**config.mk**
```make
export PLATFORM = sky130hd
export DESIGN_NAME = interrupt_sequencer
export DESIGN_NICKNAME = d
export VERILOG_FILES = /design/src/rtl/interrupt_sequencer.sv
export SDC_FILE = /design/constraint.sdc
export NUM_CORES = 1
export LEC_CHECK = 0
export BUFFER_PORTS_ARGS = -buffer_cell sky130_fd_sc_hd__buf_2
export CAP_MARGIN = 20
export CORE_MARGIN = 4
export CORE_UTILIZATION = 48
export CTS_CLUSTER_DIAMETER = 120
export DETAILED_ROUTE_END_ITERATION = 12
export PLACE_DENSITY = 0.95
export SLEW_MARGIN = 20
export SYNTH_ARGS = -nofsm -noshare
export SYNTH_HDL_FRONTEND = slang
export SYNTH_SLANG_ARGS = --single-unit
```
**constraint.sdc**
```tcl
create_clock -name clk -period 4.6 [get_ports clk]
set_clock_uncertainty 0.15 [all_clocks]
set_input_delay 0.92 -clock clk [delete_from_list [all_inputs] [get_ports clk]]
set_output_delay 0.92 -clock clk [all_outputs]
set_load 0.05 [all_outputs]
```
**src/rtl/interrupt_sequencer.sv**
```systemverilog
`default_nettype none
// +----------------------------------------------------------------------------+
// | interrupt_sequencer: injects return-PC pushes, vectors to the ISR and      |
// | restores PC/flags on RTI for a 16-bit-instruction pipeline.                |
// | Revision: 1.0                                                              |
// +----------------------------------------------------------------------------+
module interrupt_sequencer #(
  parameter logic [31:0] VECTOR_ADDR  = 32'h0000_0020,
  parameter logic [4:0]  RTI_OPCODE   = 5'b11110,
  parameter logic [15:0] PUSH_HI_INST = 16'hA000,
  parameter logic [15:0] PUSH_LO_INST = 16'hA001,
  parameter logic [15:0] NOP_INST     = 16'h0000
) (
  input  logic        clk,
  input  logic        reset,
  input  logic        irq,
  input  logic [31:0] pc_next,
  input  logic [15:0] ifid_inst,
  input  logic        ifid_bubble,
  input  logic        branch_flush,
  output logic        inject_valid,
  output logic [15:0] inject_inst,
  output logic        fetch_hold,
  output logic        pc_sel,
  output logic [31:0] pc_override,
  output logic        save_flags,
  output logic        restore_flags,
  output logic        in_isr
);

  typedef enum logic [2:0] {
    S_IDLE    = 3'd0,
    S_PUSH_HI = 3'd1,
    S_PUSH_LO = 3'd2,
    S_VECTOR  = 3'd3,
    S_ISR     = 3'd4,
    S_RETURN  = 3'd5
  } state_t;

  state_t      state_q, state_d;
  logic        pending_q, pending_d;
  logic [31:0] ret_pc_q, ret_pc_d;
  logic        in_isr_q, in_isr_d;
  logic        rti_valid;
  logic        unused_inst_bits;

  // A flushed or bubbled RTI never reached decode, so it must not end the ISR.
  assign rti_valid        = (ifid_inst[15:11] == RTI_OPCODE) && !ifid_bubble && !branch_flush;
  assign unused_inst_bits = ^ifid_inst[10:0];

  always_comb begin
    state_d   = state_q;
    pending_d = pending_q | irq;
    ret_pc_d  = ret_pc_q;
    in_isr_d  = in_isr_q;
    case (state_q)
      S_IDLE: begin
        // During a flush pc_next is stale; wait for the corrected target.
        if ((pending_q || irq) && !branch_flush) begin
          state_d   = S_PUSH_HI;
          pending_d = 1'b0;
          ret_pc_d  = pc_next;
        end
      end
      S_PUSH_HI: state_d = S_PUSH_LO;
      S_PUSH_LO: state_d = S_VECTOR;
      S_VECTOR: begin
        state_d  = S_ISR;
        in_isr_d = 1'b1;
      end
      S_ISR: begin
        if (rti_valid) begin
          state_d = S_RETURN;
        end
      end
      S_RETURN: begin
        state_d  = S_IDLE;
        in_isr_d = 1'b0;
      end
      default: state_d = S_IDLE;
    endcase
  end

  always_ff @(posedge clk or posedge reset) begin
    if (reset) begin
      state_q   <= S_IDLE;
      pending_q <= 1'b0;
      ret_pc_q  <= 32'h0;
      in_isr_q  <= 1'b0;
    end else begin
      state_q   <= state_d;
      pending_q <= pending_d;
      ret_pc_q  <= ret_pc_d;
      in_isr_q  <= in_isr_d;
    end
  end

  always_comb begin
    inject_valid  = 1'b0;
    inject_inst   = NOP_INST;
    fetch_hold    = 1'b0;
    pc_sel        = 1'b0;
    pc_override   = 32'h0;
    save_flags    = 1'b0;
    restore_flags = 1'b0;
    case (state_q)
      S_PUSH_HI: begin
        inject_valid = 1'b1;
        inject_inst  = PUSH_HI_INST;
        fetch_hold   = 1'b1;
        save_flags   = 1'b1;
      end
      S_PUSH_LO: begin
        inject_valid = 1'b1;
        inject_inst  = PUSH_LO_INST;
        fetch_hold   = 1'b1;
      end
      S_VECTOR: begin
        pc_sel      = 1'b1;
        pc_override = VECTOR_ADDR;
      end
      S_RETURN: begin
        // Squash the RTI sitting in decode while the return PC is loaded.
        inject_valid  = 1'b1;
        inject_inst   = NOP_INST;
        pc_sel        = 1'b1;
        pc_override   = ret_pc_q;
        restore_flags = 1'b1;
      end
      default: ;
    endcase
  end

  assign in_isr = in_isr_q;

endmodule
`default_nettype wire

```
[Word-level counts from Yosys, hierarchy flattened]
Index checks and enable logic that the tools add are counted.
Storage, ports and cells
  bits in registers: 37
  word-level logic and storage cells: 39
Cells by class
  eq/ne operators: 8
  multiplexer cells: 13
  bitwise gates (word level): 1
  reductions and logical operators: 13
Operators with widths (count)
  32-bit case mux with 2 select lines: 1
  16-bit case mux with 2 select lines: 1
  3-bit case mux with 5 select lines: 1
  1-bit two-way mux: 7
  3-bit by 2-bit == test with 1-bit output, second input constant: 2
  3-bit == test, second input constant: 2
  3-bit two-way mux: 2
  5-bit == test, second input constant: 1
  2-bit inequality test, second input constant: 2
  2-bit AND reduction: 2
  2-bit OR reduction: 2
  3-bit by 1-bit == test with 1-bit output, second input constant: 1
  1-bit logical AND: 3
  3-bit zero test: 1
  3-bit OR reduction: 1
  1-bit zero test: 2
  1-bit case mux with 2 select lines: 1
  2-bit nonzero test: 1
  1-bit logical OR: 1
  1-bit bitwise OR: 1

[Depth between registers and ports, before layout]
Gate-level depths: netlist (run 1).
  depth in word-level cells: 5
  depth in mapped cells: 5
  mapped depth without buffers: 3

[Worst setup path before layout (run 1)]
Ideal clock, no wire load.
  kind: reg2out
  from: register state_q[2]
  to: output pc_override[5]
  data arrival time: 1.941 ns
  required time: 3.530 ns
  setup slack: 1.589 ns
  stages on the path, launching flop included: 4
  path buffers: 0
  path through: dfrtp_1 > nor2b_1 > nand2_1 > a21boi_0
Between the ends
  cells in the longest elaborated chain, start to end: 2
  elaborated cells on any way between the ends: 3
  those cells by class: 2 x eq/ne; 1 x mux
RTL lines
  start: declaration: line 40  | state_t state_q, state_d;
  start signal: assignment: line 91  | state_q <= state_d;
  3-bit == test or 3-bit by 2-bit == test with 1-bit output (tied branches): line 106  | case (state_q)
  32-bit case mux with 2 select lines (*): line 106
  end: declaration: line 25  | output logic [31:0] pc_override,
Mark *: on every way between the ends. The rest lies on a longest branch, timed or not.

[Worst setup path in the final report (run 1)]
Same ends and word-level chain as after synthesis.

==> Flow_metrics.wiki, run 1 <==
{| class="wikitable"
! Metric !! Value
|-
| Status || finished clean
|-
| Nature of the critical path endpoint || primary output
|-
| Worst rel slew slack || 49.71%
|-
| Hold Crit Class || reg -> reg
|-
| Setup repair after global routing missed its margin || false
|-
| Number of clock buffers inserted by TritonCTS || 5
|-
| Proportion of layout cells with a drive suffix above 1 || 54.74%
|-
| DRT Wirelength || 4209 um
|-
| Launch point of the worst hold path || ret_pc_q[11]
|-
| Die ar. || 5236 um^2
|-
| Number of post-CTS setup repair buffers || 0
|-
| N_diodes || 0
|-
| CTS tree || built
|-
| Hold buffer count at cts || 0
|-
| Post-route setup TNS || 0 ns
|-
| Leakage power summed over all cells || 1.398 nW
|-
| Starting utilization of the core area || 49.70%
|-
| DR pass1 iterations || 4
|-
| GRT busiest layer || met2
|-
| Clk sinks || 37
|-
| R2R depth || 3
|-
| Post-synthesis sequential element count || 37
|-
| Startpoint types || register
|-
| Number of unique standard cell types used by synthesis || 26
|-
| Top library cells by usage in the layout, fill and taps aside || sky130_fd_sc_hd__buf_2 (82), sky130_fd_sc_hd__dfrtp_1 (36), sky130_fd_sc_hd__and3_1 (31), sky130_fd_sc_hd__mux2_4 (30), sky130_fd_sc_hd__conb_1 (13)
|-
| Total of fill cells in the finished design || 346
|-
| Number of placement rows || 23
|-
| Capturing point of the worst reg2reg path || ret_pc_q[21]
|-
| Fraction of power consumed by the clock network || 15.7%
|-
| Final net count || 284
|-
| DRC violation total after the first TritonRoute iteration || 62
|-
| RePlAce Congestion || 0.7899
|-
| Mapped Cells || 155
|-
| Maximum buffer depth of the clock tree || 2
|-
| Area growth syn-to-layout || 22.15%
|-
| Worst hold path endpoint || ret_pc_q[11]
|-
| Startpoint of the most critical register-to-register path || state_q[0]
|-
| Share of power burned in combinational logic || 49.7%
|-
| Max-slew violation count || 0
|-
| Root buffer cell || sky130_fd_sc_hd__clkbuf_8
|-
| Number of max-cap violations || 0
|-
| Sequential cell fraction of total power || 34.6%
|-
| Actual slew at the worst max-slew pin || 0.7544 ns
|-
| GRT Total Usage || 17.04%
|-
| Clock latency on the worst-skew pair || 0.28 ns
|-
| Switching power of the nets || 0.0007705 W
|-
| Via density per instance || 4.996
|-
| Sequential area share after synthesis || 46.57%
|-
| Initial antenna violation count || 0
|-
| Worst voltage drop across the vdd grid || 0.0003308 V
|-
| CORE AREA || 4000 um^2
|-
| CTS H-Tree Depth || 2
|-
| Number of hold-slack violations in the final timing report || 0
|-
| Clock transition at the registers of the reported paths || 0.07 ns
|-
| Chip Width || 72.36 um
|-
| Final Non-Filler Cells || 282
|-
| Met3 usage || 5.125%
|-
| Residual DRC || 0
|-
| Global routing usage on met2 || 30.23%
|-
| GRT overflow || 0
|-
| Vertical extent of the die || 72.36 um
|-
| Post-Syn Area per Cell || 12.83 um^2
|-
| Pin count of the biggest net entering global routing || 45
|-
| Post-CTS sizing || 0
|-
| Max Freq || 334.6 MHz
|-
| HPWL reported at the end of detailed placement || 2981 um
|-
| Internal cell power || 0.001052 W
|-
| Register-to-Register Setup Slack || 2.01 ns
|-
| WHS Path Cells || 1
|-
| Placed insts || 274
|-
| Remaining antenna violation count || 0
|-
| Most common library cell in the layout ignoring fill and taps || sky130_fd_sc_hd__buf_2
|-
| Drt wl/cell || 14.93 um
|-
| Data arrival time of the critical path || 1.92 ns
|-
| Final worst-path cycle share || 64.97%
|-
| Total of warnings raised by yosys || 0
|-
| Top-Level Pins || 107
|-
| Via count of the first global-routing pass || 1,430
|-
| Port Buffers || 82
|-
| Post-synth design cell area || 1988 um^2
|-
| Min Tclk post-route || 2.988 ns
|-
| Critical path data required time || 3.53 ns
|-
| Critical path fanouts, max || 34
|-
| Power per unit of standard cell area || 750.3 nW/um^2
|-
| Endpoints failing setup || 0
|-
| Classification of the worst setup path || reg -> out
|-
| Wire length of the first global-routing pass || 6741 um
|-
| Switching share of power || 42.28%
|-
| Count of vias placed by the detailed router || 1,409
|-
| Grt met1 use || 19.17%
|}
-- cells in the mapped netlist (all sizes together) --
| master | n | share of area (%) |
|---|---|---|
| nor2 | 6 | 2.0 |
| mux2i | 1 | 0.50 |
| and3 | 31 | 9.8 |
| o21ai | 2 | 0.50 |
| dfrtp | 37 | 47 |
| o21ba | 1 | 0.50 |
| mux2 | 32 | 24 |
| o22ai | 2 | 0.63 |
| or4 | 1 | 0.57 |
| buf | 19 | 9.3 |
| o32ai | 1 | 0.44 |
| a21oi | 1 | 0.25 |
| and2 | 1 | 0.31 |
| nand2 | 2 | 0.38 |
| nand2b | 3 | 0.94 |
| nand3 | 1 | 0.25 |
| conb | 1 | 0.19 |
| inv | 1 | 0.19 |
| nand4 | 1 | 0.31 |
| a21boi | 2 | 0.75 |
| clkbuf | 7 | 1.3 |
| nor2b | 2 | 0.63 |
-- sequential cells by signal, summed over array words and instances, names as in the netlist --
name / count
pending_q: 1
in_isr: 1
state_q: 3
ret_pc_q: 32
-- layout make-up --
cell class	instances	area [um^2]	area share (%)
tap	50	62.56	2.576
multi-input combinational	103	900.9	37.09
clock inverter	1	30.03	1.236
sequential	37	927.1	38.18
inverter	1	3.754	0.1546
timing repair buffer	83	417.9	17.21
clock buffer	7	86.33	3.555
-- kinds of logic (layout without fill, tap and decap cells) --
logic type	count (synthesis)	after routing	share of synthesized area, %
AOI/OAI and AO/OA	9	9	3.083
and+or+nand+nor	48	48	15.10
other	1	13	0.1886
buffers and inverters	27	92	10.76
muxes	33	33	24.29
DFF	37	37	46.57
-- critical path: stages, from the launching register on --
cell and delay (ns):
sky130_fd_sc_hd__dfrtp_1 0.49, sky130_fd_sc_hd__nor2b_4 0.60, sky130_fd_sc_hd__nand2_1 0.10, sky130_fd_sc_hd__a21boi_0 0.17
sky130_fd_sc_hd__buf_2 0.28
-- how the worst max path moves through the flow --
| stage | from | to | slack [ns] | cells after the start |
|---|---|---|---|---|
| 2_1_floorplan | state_q[2] | pc_override[5] | 1.59 | 3 |
| 3_3_place_gp | state_q[2] | pc_override[5] | 1.63 | 4 |
| 3_5_place_dp | state_q[2] | pc_override[5] | 1.55 | 4 |
| 4_1_cts | state_q[2] | pc_override[5] | 1.22 | 4 |
| 5_1_grt | state_q[2] | pc_override[5] | 1.41 | 4 |
| 6_report | state_q[2] | pc_override[5] | 1.61 | 4 |
-- power groups by stage --
| stage | clock network (W) | registers, W | logic [W] |
|---|---|---|---|
| after floorplan | 0 | 0.000566 | 0.000863 |
| after global placement | 0 | 0.000617 | 0.000886 |
| after detailed placement | 0 | 0.000629 | 0.000911 |
| after CTS | 0.000293 | 0.000629 | 0.000912 |
| after global routing | 0.000307 | 0.000660 | 0.000956 |
| final | 0.000286 | 0.000631 | 0.000906 |
-- stage by stage --
stage | utilization (%) | cell area [um^2] | total power (W) | setup WS (ns) | hold slack [ns]
final | 60.71 | 2429 | 0.001822 | 1.612 | 0.3528
after global placement | 57.65 | 2306 | 0.001503 | 1.625 | 0.3328
after detailed placement | 57.65 | 2306 | 0.001541 | 1.549 | 0.3398
after floorplan | - | 2033 | 0.001429 | 1.589 | 0.3227
after global routing | 60.71 | 2429 | 0.001923 | 1.407 | 0.3676
after CTS | 60.56 | 2422 | 0.001834 | 1.225 | 0.3564
-- routing by layer --
metal	vias up	share of wire, %	wire [um]
li1	663	-	-
met1	681	38	1618
met2	57	52	2184
met3	8	8.1	341
met4	0	1.5	64
met5	-	0	0
Power figures use the tool's default switching activity.
==> run 2: changes to the inputs <==
--- a/config.mk
+++ b/config.mk
@@ -8,10 +8,10 @@
 export BUFFER_PORTS_ARGS = -buffer_cell sky130_fd_sc_hd__buf_2
 export CAP_MARGIN = 20
 export CORE_MARGIN = 4
-export CORE_UTILIZATION = 48
+export CORE_UTILIZATION = 40
 export CTS_CLUSTER_DIAMETER = 120
 export DETAILED_ROUTE_END_ITERATION = 12
-export PLACE_DENSITY = 0.95
+export PLACE_DENSITY = 0.87
 export SLEW_MARGIN = 20
 export SYNTH_ARGS = -nofsm -noshare
 export SYNTH_HDL_FRONTEND = slang
==> constraint.sdc (replaced) <==
create_clock -name clk -period 2.43 [get_ports clk]
set_clock_uncertainty 0.15 [all_clocks]
set_input_delay 0.486 -clock clk [delete_from_list [all_inputs] [get_ports clk]]
set_output_delay 0.486 -clock clk [all_outputs]
set_load 0.05 [all_outputs]
==> Flow_metrics.wiki, run 2 (synthesized netlist as in run 1, its figures left out) <==
{| class="wikitable"
! Metric !! Value
|-
| Initial antenna violation count || 0 (unchanged)
|-
| DR pass1 iterations || 3 (was 4)
|-
| Max-slew violation count || 0 (unchanged)
|-
| Power per unit of standard cell area || 1377 nW/um^2 (was 750.3 nW/um^2)
|-
| CTS H-Tree Depth || 2 (unchanged)
|-
| Fraction of power consumed by the clock network || 12.4% (was 15.7%)
|-
| Max Freq || 438.3 MHz
|-
| Residual DRC || 0 (unchanged)
|-
| Total of fill cells in the finished design || 456 (was 346)
|-
| HPWL reported at the end of detailed placement || 3070 um (was 2981 um)
|-
| Worst-path cell chain || nor2b_4 > buf_4 > and3_1 > buf_2 (was nor2b_4 > nand2_1 > a21boi_0 > buf_2)
|-
| Maximum buffer depth of the clock tree || 2 (unchanged)
|-
| Flip-flop count of the largest register after layout || 32 (unchanged)
|-
| Critical Path Slowest Stage Cell || sky130_fd_sc_hd__dfrtp_1 (was sky130_fd_sc_hd__nor2b_4)
|-
| Largest registers in the final layout || ret_pc_q (32), state_q (3) (unchanged)
|-
| Top library cells by usage in the layout, fill and taps aside || sky130_fd_sc_hd__buf_2 (82), sky130_fd_sc_hd__dfrtp_1 (37), sky130_fd_sc_hd__and3_1 (31), sky130_fd_sc_hd__mux2_4 (30), sky130_fd_sc_hd__conb_1 (13) (was sky130_fd_sc_hd__buf_2 (82), sky130_fd_sc_hd__dfrtp_1 (36), sky130_fd_sc_hd__and3_1 (31), sky130_fd_sc_hd__mux2_4 (30), sky130_fd_sc_hd__conb_1 (13))
|-
| Via count of the first global-routing pass || 1,487 (was 1,430)
|-
| GRT overflow || 0 (unchanged)
|-
| Vertical extent of the die || 78.50 um (was 72.36 um)
|-
| Capturing point of the worst reg2reg path || ret_pc_q[21] (unchanged)
|-
| Clock latency on the worst-skew pair || 0.28 ns (about the same)
|-
| Wire length of the first global-routing pass || 7051 um (was 6741 um)
|-
| N_diodes || 0 (unchanged)
|-
| Startpoint types || register (unchanged)
|-
| DRC violation total after the first TritonRoute iteration || 38 (was 62)
|-
| Remaining antenna violation count || 0 (unchanged)
|-
| CTS tree || built (unchanged)
|-
| Worst voltage drop across the vdd grid || 0.0008035 V (was 0.0003308 V)
|-
| Number of post-CTS setup repair buffers || 0 (unchanged)
|-
| Starting utilization of the core area || 41.82% (was 49.70%)
|-
| Number of placement rows || 25 (was 23)
|-
| Fin area || 2495 um^2 (was 2429 um^2)
|-
| Internal cell power || 0.001966 W (was 0.001052 W)
|-
| Hold Crit Class || in -> async (was reg -> reg)
|-
| GRT Total Usage || 14.34% (was 17.04%)
|-
| Status || finished clean (unchanged)
|-
| Data arrival time of the critical path || 1.65 ns (was 1.92 ns)
|-
| Chip Width || 78.50 um (was 72.36 um)
|-
| Switching share of power || 42.76% (was 42.28%)
|-
| Critical path data required time || 1.79 ns (was 3.53 ns)
|-
| Classification of the worst setup path || reg -> out (unchanged)
|-
| Most common library cell in the layout ignoring fill and taps || sky130_fd_sc_hd__buf_2 (unchanged)
|-
| CORE AREA || 4755 um^2 (was 4000 um^2)
|-
| DRT Wirelength || 4275 um (was 4209 um)
|-
| Share of power burned in combinational logic || 55.2% (was 49.7%)
|-
| Switching power of the nets || 0.001469 W (was 0.0007705 W)
|-
| Final net count || 290 (was 284)
|-
| Sequential cell fraction of total power || 32.4% (was 34.6%)
|-
| Endpoints failing setup || 0 (unchanged)
|-
| Startpoint of the most critical register-to-register path || state_q[2] (was state_q[0])
|-
| R2R depth || 5 (was 3)
|-
| Nature of the critical path endpoint || primary output (unchanged)
|-
| Total placed instance area || 2404 um^2 (was 2306 um^2)
|-
| RePlAce Congestion || 0.7199 (was 0.7899)
|-
| Clock transition at the registers of the reported paths || 0.07 ns (about the same)
|-
| Number of max-cap violations || 0 (unchanged)
|-
| Drt wl/cell || 14.06 um (was 14.93 um)
|-
| Top-Level Pins || 107 (unchanged)
|-
| Setup repair after global routing missed its margin || false (unchanged)
|-
| Number of hold-slack violations in the final timing report || 0 (unchanged)
|-
| Register bank with the most flops || ret_pc_q (unchanged)
|-
| Register-to-Register Setup Slack || 0.34 ns (was 2.01 ns)
|-
| Proportion of layout cells with a drive suffix above 1 || 55.70% (was 54.74%)
|-
| Final worst-path cycle share || 93.89%
|-
| Die ar. || 6162 um^2 (was 5236 um^2)
|-
| Count of vias placed by the detailed router || 1,412 (was 1,409)
|-
| Delay of the slowest cell on the worst path || 0.47 ns (was 0.60 ns)
|-
| Leakage power summed over all cells || 1.426 nW (was 1.398 nW)
|-
| Min Tclk post-route || 2.281 ns
|-
| Core Util, Final || 52.47% (was 60.71%)
|-
| Via density per instance || 4.645 (was 4.996)
|-
| Number of clock buffers inserted by TritonCTS || 5 (unchanged)
|-
| Clk sinks || 37 (unchanged)
|-
| Post-route setup TNS || 0 ns (unchanged)
|-
| Root buffer cell || sky130_fd_sc_hd__clkbuf_8 (unchanged)
|-
| Pin count of the biggest net entering global routing || 44 (was 45)
|-
| Area growth syn-to-layout || 25.49% (was 22.15%)
|-
| Critical path fanouts, max || 18 (was 34)
|-
| Port Buffers || 82 (unchanged)
|}
==> run 2: cell count changes in the layout (fill, tap and decap cells not counted), moves of 2 or more <==
cell                       delta
sky130_fd_sc_hd__a21boi_0     -2
sky130_fd_sc_hd__a21boi_1     +2
sky130_fd_sc_hd__buf_12       +2
sky130_fd_sc_hd__buf_4        +4
==> run 2: repair_timing <==
item	4_1_cts	5_1_grt
gates resized for setup	0	1
hold buffers	0	0
setup endpoints to repair	0	16
==> run 2: cell type report <==
cell class,count,area (um^2),area share [%]
Multi-Input combinational cell,103,907.1,36.36
Tap cell,67,83.83,3.360
Inverter,1,3.754,0.1505
Clock buffer,7,86.33,3.460
Sequential cell,37,925.9,37.11
Timing Repair Buffer,89,488.0,19.56
==> run 2: through the flow <==
step / hold slack [ns] / worst slack (ns) / power (W) / std cells
final: 0.1546 / 0.1485 / 0.003435 / 304
after global routing: 0.2046 / 0.002490 / 0.003630 / 304
after CTS: 0.1638 / 0.05050 / 0.003464 / 304
after detailed placement: 0.3352 / 0.3470 / 0.003020 / 297
after global placement: 0.3326 / 0.3676 / 0.002963 / 297
after floorplan: 0.3227 / -0.004659 / 0.002719 / 167
==> run 2: per-layer routing <==
metal | routed length [um] | up-vias | global-route usage (%)
met5 | 0 | - | 0
met1 | 1817 | 683 | 17.46
met4 | 41 | 0 | 4.196
li1 | - | 673 | -
met3 | 259 | 6 | 4.014
met2 | 2157 | 50 | 24.62
==> run 2: how the worst max path moves through the flow <==
| stage | start | end | slack (ns) |
|---|---|---|---|
| floorplan | state_q[2] | inject_valid | -0.005 |
| global placement | state_q[2] | ret_pc_q[21] | 0.37 |
| detailed placement | state_q[2] | ret_pc_q[21] | 0.35 |
| CTS | state_q[2] | pc_override[7] | 0.05 |
| global route | state_q[0] | inject_inst[15] | 0.002 |
| finish | state_q[1] | pc_override[7] | 0.15 |
==> run 2: critical path, delay by kind of cell, from the launching register on <==
kind	cells	cell delay [ns]
buf+inv	2	0.50
simple gates	2	0.40
flops	1	0.47
==> run 2: power groups by stage <==
stage          sequential [W]  combinational, W  clock [W]
2_1_floorplan         0.00107           0.00165          0
3_3_place_gp          0.00110           0.00187          0
6_report              0.00111           0.00190   0.000427
4_1_cts               0.00111           0.00191   0.000448
3_5_place_dp          0.00111           0.00191          0
5_1_grt               0.00115           0.00201   0.000467
==> run 3: changes to the inputs <==
--- a/config.mk
+++ b/config.mk
@@ -11,7 +11,7 @@
 export CORE_UTILIZATION = 40
 export CTS_CLUSTER_DIAMETER = 120
 export DETAILED_ROUTE_END_ITERATION = 12
-export PLACE_DENSITY = 0.87
+export PLACE_DENSITY = 0.78
 export SLEW_MARGIN = 20
 export SYNTH_ARGS = -nofsm -noshare
 export SYNTH_HDL_FRONTEND = slang
==> Flow_metrics.wiki, run 3 (synthesized netlist as in run 1, its figures left out) <==
{| class="wikitable"
! Metric !! Value
|-
| Data arrival time of the critical path || 1.63 ns (was 1.65 ns)
|-
| Number of clock buffers inserted by TritonCTS || 5 (unchanged)
|-
| Wire length of the first global-routing pass || 7169 um (was 7051 um)
|-
| N_diodes || 0 (unchanged)
|-
| Drt wl/cell || 13.84 um (was 14.06 um)
|-
| Max Freq || 442.1 MHz (was 438.3 MHz)
|-
| DRT Wirelength || 4207 um (was 4275 um)
|-
| Root buffer cell || sky130_fd_sc_hd__clkbuf_8 (unchanged)
|-
| R2R depth || 4 (was 5)
|-
| Hold buffer count at cts || 0 (unchanged)
|-
| GRT overflow || 0 (unchanged)
|-
| Fin area || 2471 um^2 (was 2495 um^2)
|-
| Vertical extent of the die || 78.50 um (unchanged)
|-
| Startpoint types || register (unchanged)
|-
| Final Worst Setup Slack || 0.1679 ns (was 0.1485 ns)
|-
| Area growth syn-to-layout || 24.29% (was 25.49%)
|-
| CORE AREA || 4755 um^2 (unchanged)
|-
| Placed insts || 296 (was 297)
|-
| Remaining antenna violation count || 0 (unchanged)
|-
| Initial antenna violation count || 0 (unchanged)
|-
| Number of post-CTS setup repair buffers || 0 (unchanged)
|-
| Register bank with the most flops || ret_pc_q (unchanged)
|-
| Number of placement rows || 25 (unchanged)
|-
| Number of hold-slack violations in the final timing report || 0 (unchanged)
|-
| Via count of the first global-routing pass || 1,492 (was 1,487)
|-
| Via density per instance || 4.648 (was 4.645)
|-
| Proportion of layout cells with a drive suffix above 1 || 56.12% (was 55.70%)
|-
| DRC violation total after the first TritonRoute iteration || 54 (was 38)
|-
| Setup repair after global routing missed its margin || false (unchanged)
|-
| Maximum buffer depth of the clock tree || 2 (unchanged)
|-
| Top-Level Pins || 107 (unchanged)
|-
| Worst setup slack after placement || 0.3240 ns (was 0.3470 ns)
|-
| Clock latency on the worst-skew pair || 0.28 ns (about the same)
|-
| Most common library cell in the layout ignoring fill and taps || sky130_fd_sc_hd__buf_2 (unchanged)
|-
| Power per unit of standard cell area || 1369 nW/um^2 (was 1377 nW/um^2)
|-
| Final Non-Filler Cells || 304 (unchanged)
|-
| Final net count || 289 (was 290)
|-
| Clk sinks || 37 (unchanged)
|-
| Pin count of the biggest net entering global routing || 44 (unchanged)
|-
| Critical path fanouts, max || 16 (was 18)
|-
| Register-to-Register Setup Slack || 0.37 ns (was 0.34 ns)
|-
| Die ar. || 6162 um^2 (unchanged)
|-
| Count of vias placed by the detailed router || 1,413 (was 1,412)
|-
| Chip Width || 78.50 um (unchanged)
|-
| Top routing layer in use || met4 (unchanged)
|-
| Met2 layer wire length in the routed design || 2164 um (was 2157 um)
|-
| RePlAce Congestion || 0.6753 (was 0.7199)
|-
| DR pass1 iterations || 4 (was 3)
|-
| Leakage power summed over all cells || 1.417 nW (was 1.426 nW)
|-
| Classification of the worst setup path || reg -> out (unchanged)
|-
| Status || finished clean (unchanged)
|-
| Endpoints failing setup || 0 (unchanged)
|-
| Nature of the critical path endpoint || primary output (unchanged)
|-
| Critical path data required time || 1.79 ns (about the same)
|-
| Hold Crit Class || in -> async (unchanged)
|-
| Routed wl met3 || 279 um (was 259 um)
|-
| Starting utilization of the core area || 41.82% (unchanged)
|-
| Post-CTS sizing || 0 (unchanged)
|-
| CTS tree || built (unchanged)
|-
| Clock transition at the registers of the reported paths || 0.07 ns (about the same)
|-
| Detailed-routing wirelength on met1 || 1750 um (was 1817 um)
|-
| Number of max-cap violations || 0 (unchanged)
|-
| Port Buffers || 82 (unchanged)
|-
| Min Tclk post-route || 2.262 ns (was 2.281 ns)
|-
| GRT Total Usage || 14.60% (was 14.34%)
|-
| Max-slew violation count || 0 (unchanged)
|-
| Top library cells by usage in the layout, fill and taps aside || sky130_fd_sc_hd__buf_2 (82), sky130_fd_sc_hd__dfrtp_1 (36), sky130_fd_sc_hd__and3_1 (31), sky130_fd_sc_hd__mux2_4 (30), sky130_fd_sc_hd__conb_1 (13) (was sky130_fd_sc_hd__buf_2 (82), sky130_fd_sc_hd__dfrtp_1 (37), sky130_fd_sc_hd__and3_1 (31), sky130_fd_sc_hd__mux2_4 (30), sky130_fd_sc_hd__conb_1 (13))
|-
| Total placed instance area || 2384 um^2 (was 2404 um^2)
|-
| CTS H-Tree Depth || 2 (unchanged)
|-
| HPWL reported at the end of detailed placement || 3038 um (was 3070 um)
|-
| Final worst-path cycle share || 93.09% (was 93.89%)
|-
| Residual DRC || 0 (unchanged)
|-
| Worst voltage drop across the vdd grid || 0.0006373 V (was 0.0008035 V)
|-
| Largest registers in the final layout || ret_pc_q (32), state_q (3) (unchanged)
|-
| Flip-flop count of the largest register after layout || 32 (unchanged)
|}
run 3: through the flow:
| stage | total power, W | setup TNS, ns | hold WS (ns) | utilization (%) |
|---|---|---|---|---|
| 6_report | 0.003382 | 0 | 0.1552 | 51.97 |
| 5_1_grt | 0.003590 | 0 | 0.2218 | 51.97 |
| 4_1_cts | 0.003421 | 0 | 0.1673 | 51.87 |
| 3_5_place_dp | 0.002988 | 0 | 0.3363 | 50.13 |
| 3_3_place_gp | 0.002938 | 0 | 0.3328 | 50.13 |
| 2_1_floorplan | 0.002719 | -0.004659 | 0.3227 | - |
run 3: final timing paths:
path	startpoint	end
worst min register to register	in_isr	in_isr
worst max-delay path	state_q[2]	pc_override[5]
worst max register to register	state_q[2]	ret_pc_q[13]
min in group clk	pc_next[3]	ret_pc_q[3]
max in group asynchronous	reset	state_q[2]
worst min-delay path	reset	ret_pc_q[19]
run 3: area by class of cell:
class | count | area [um^2]
Multi-Input combinational cell | 103 | 902.1
Timing Repair Buffer | 88 | 471.7
Sequential cell | 37 | 927.1
Inverter | 1 | 3.754
Fill cell | 454 | 2283
Clock buffer | 6 | 72.57
Tap cell | 67 | 83.83
Clock inverter | 2 | 10.01
run 3: power breakdown:
group	internal (W)	switching, W	total [W]
logic	0.000784	0.00108	0.00186
clock network	0.000199	0.000205	0.000403
registers	0.000933	0.000186	0.00112
run 3: per-layer routing:
layer  up-vias  track usage [%]
li1        674                -
met1       685            18.36
met2        52            24.87
met3         2            4.128
met4         0            3.147
met5         -                0
run 3: critical path: stages (launching register included):
cell and delay (ns):
sky130_fd_sc_hd__dfrtp_2 0.45, sky130_fd_sc_hd__nor2b_2 0.18, sky130_fd_sc_hd__buf_4 0.20, sky130_fd_sc_hd__nand2_1 0.07, sky130_fd_sc_hd__a21boi_1 0.15, sky130_fd_sc_hd__buf_2 0.28
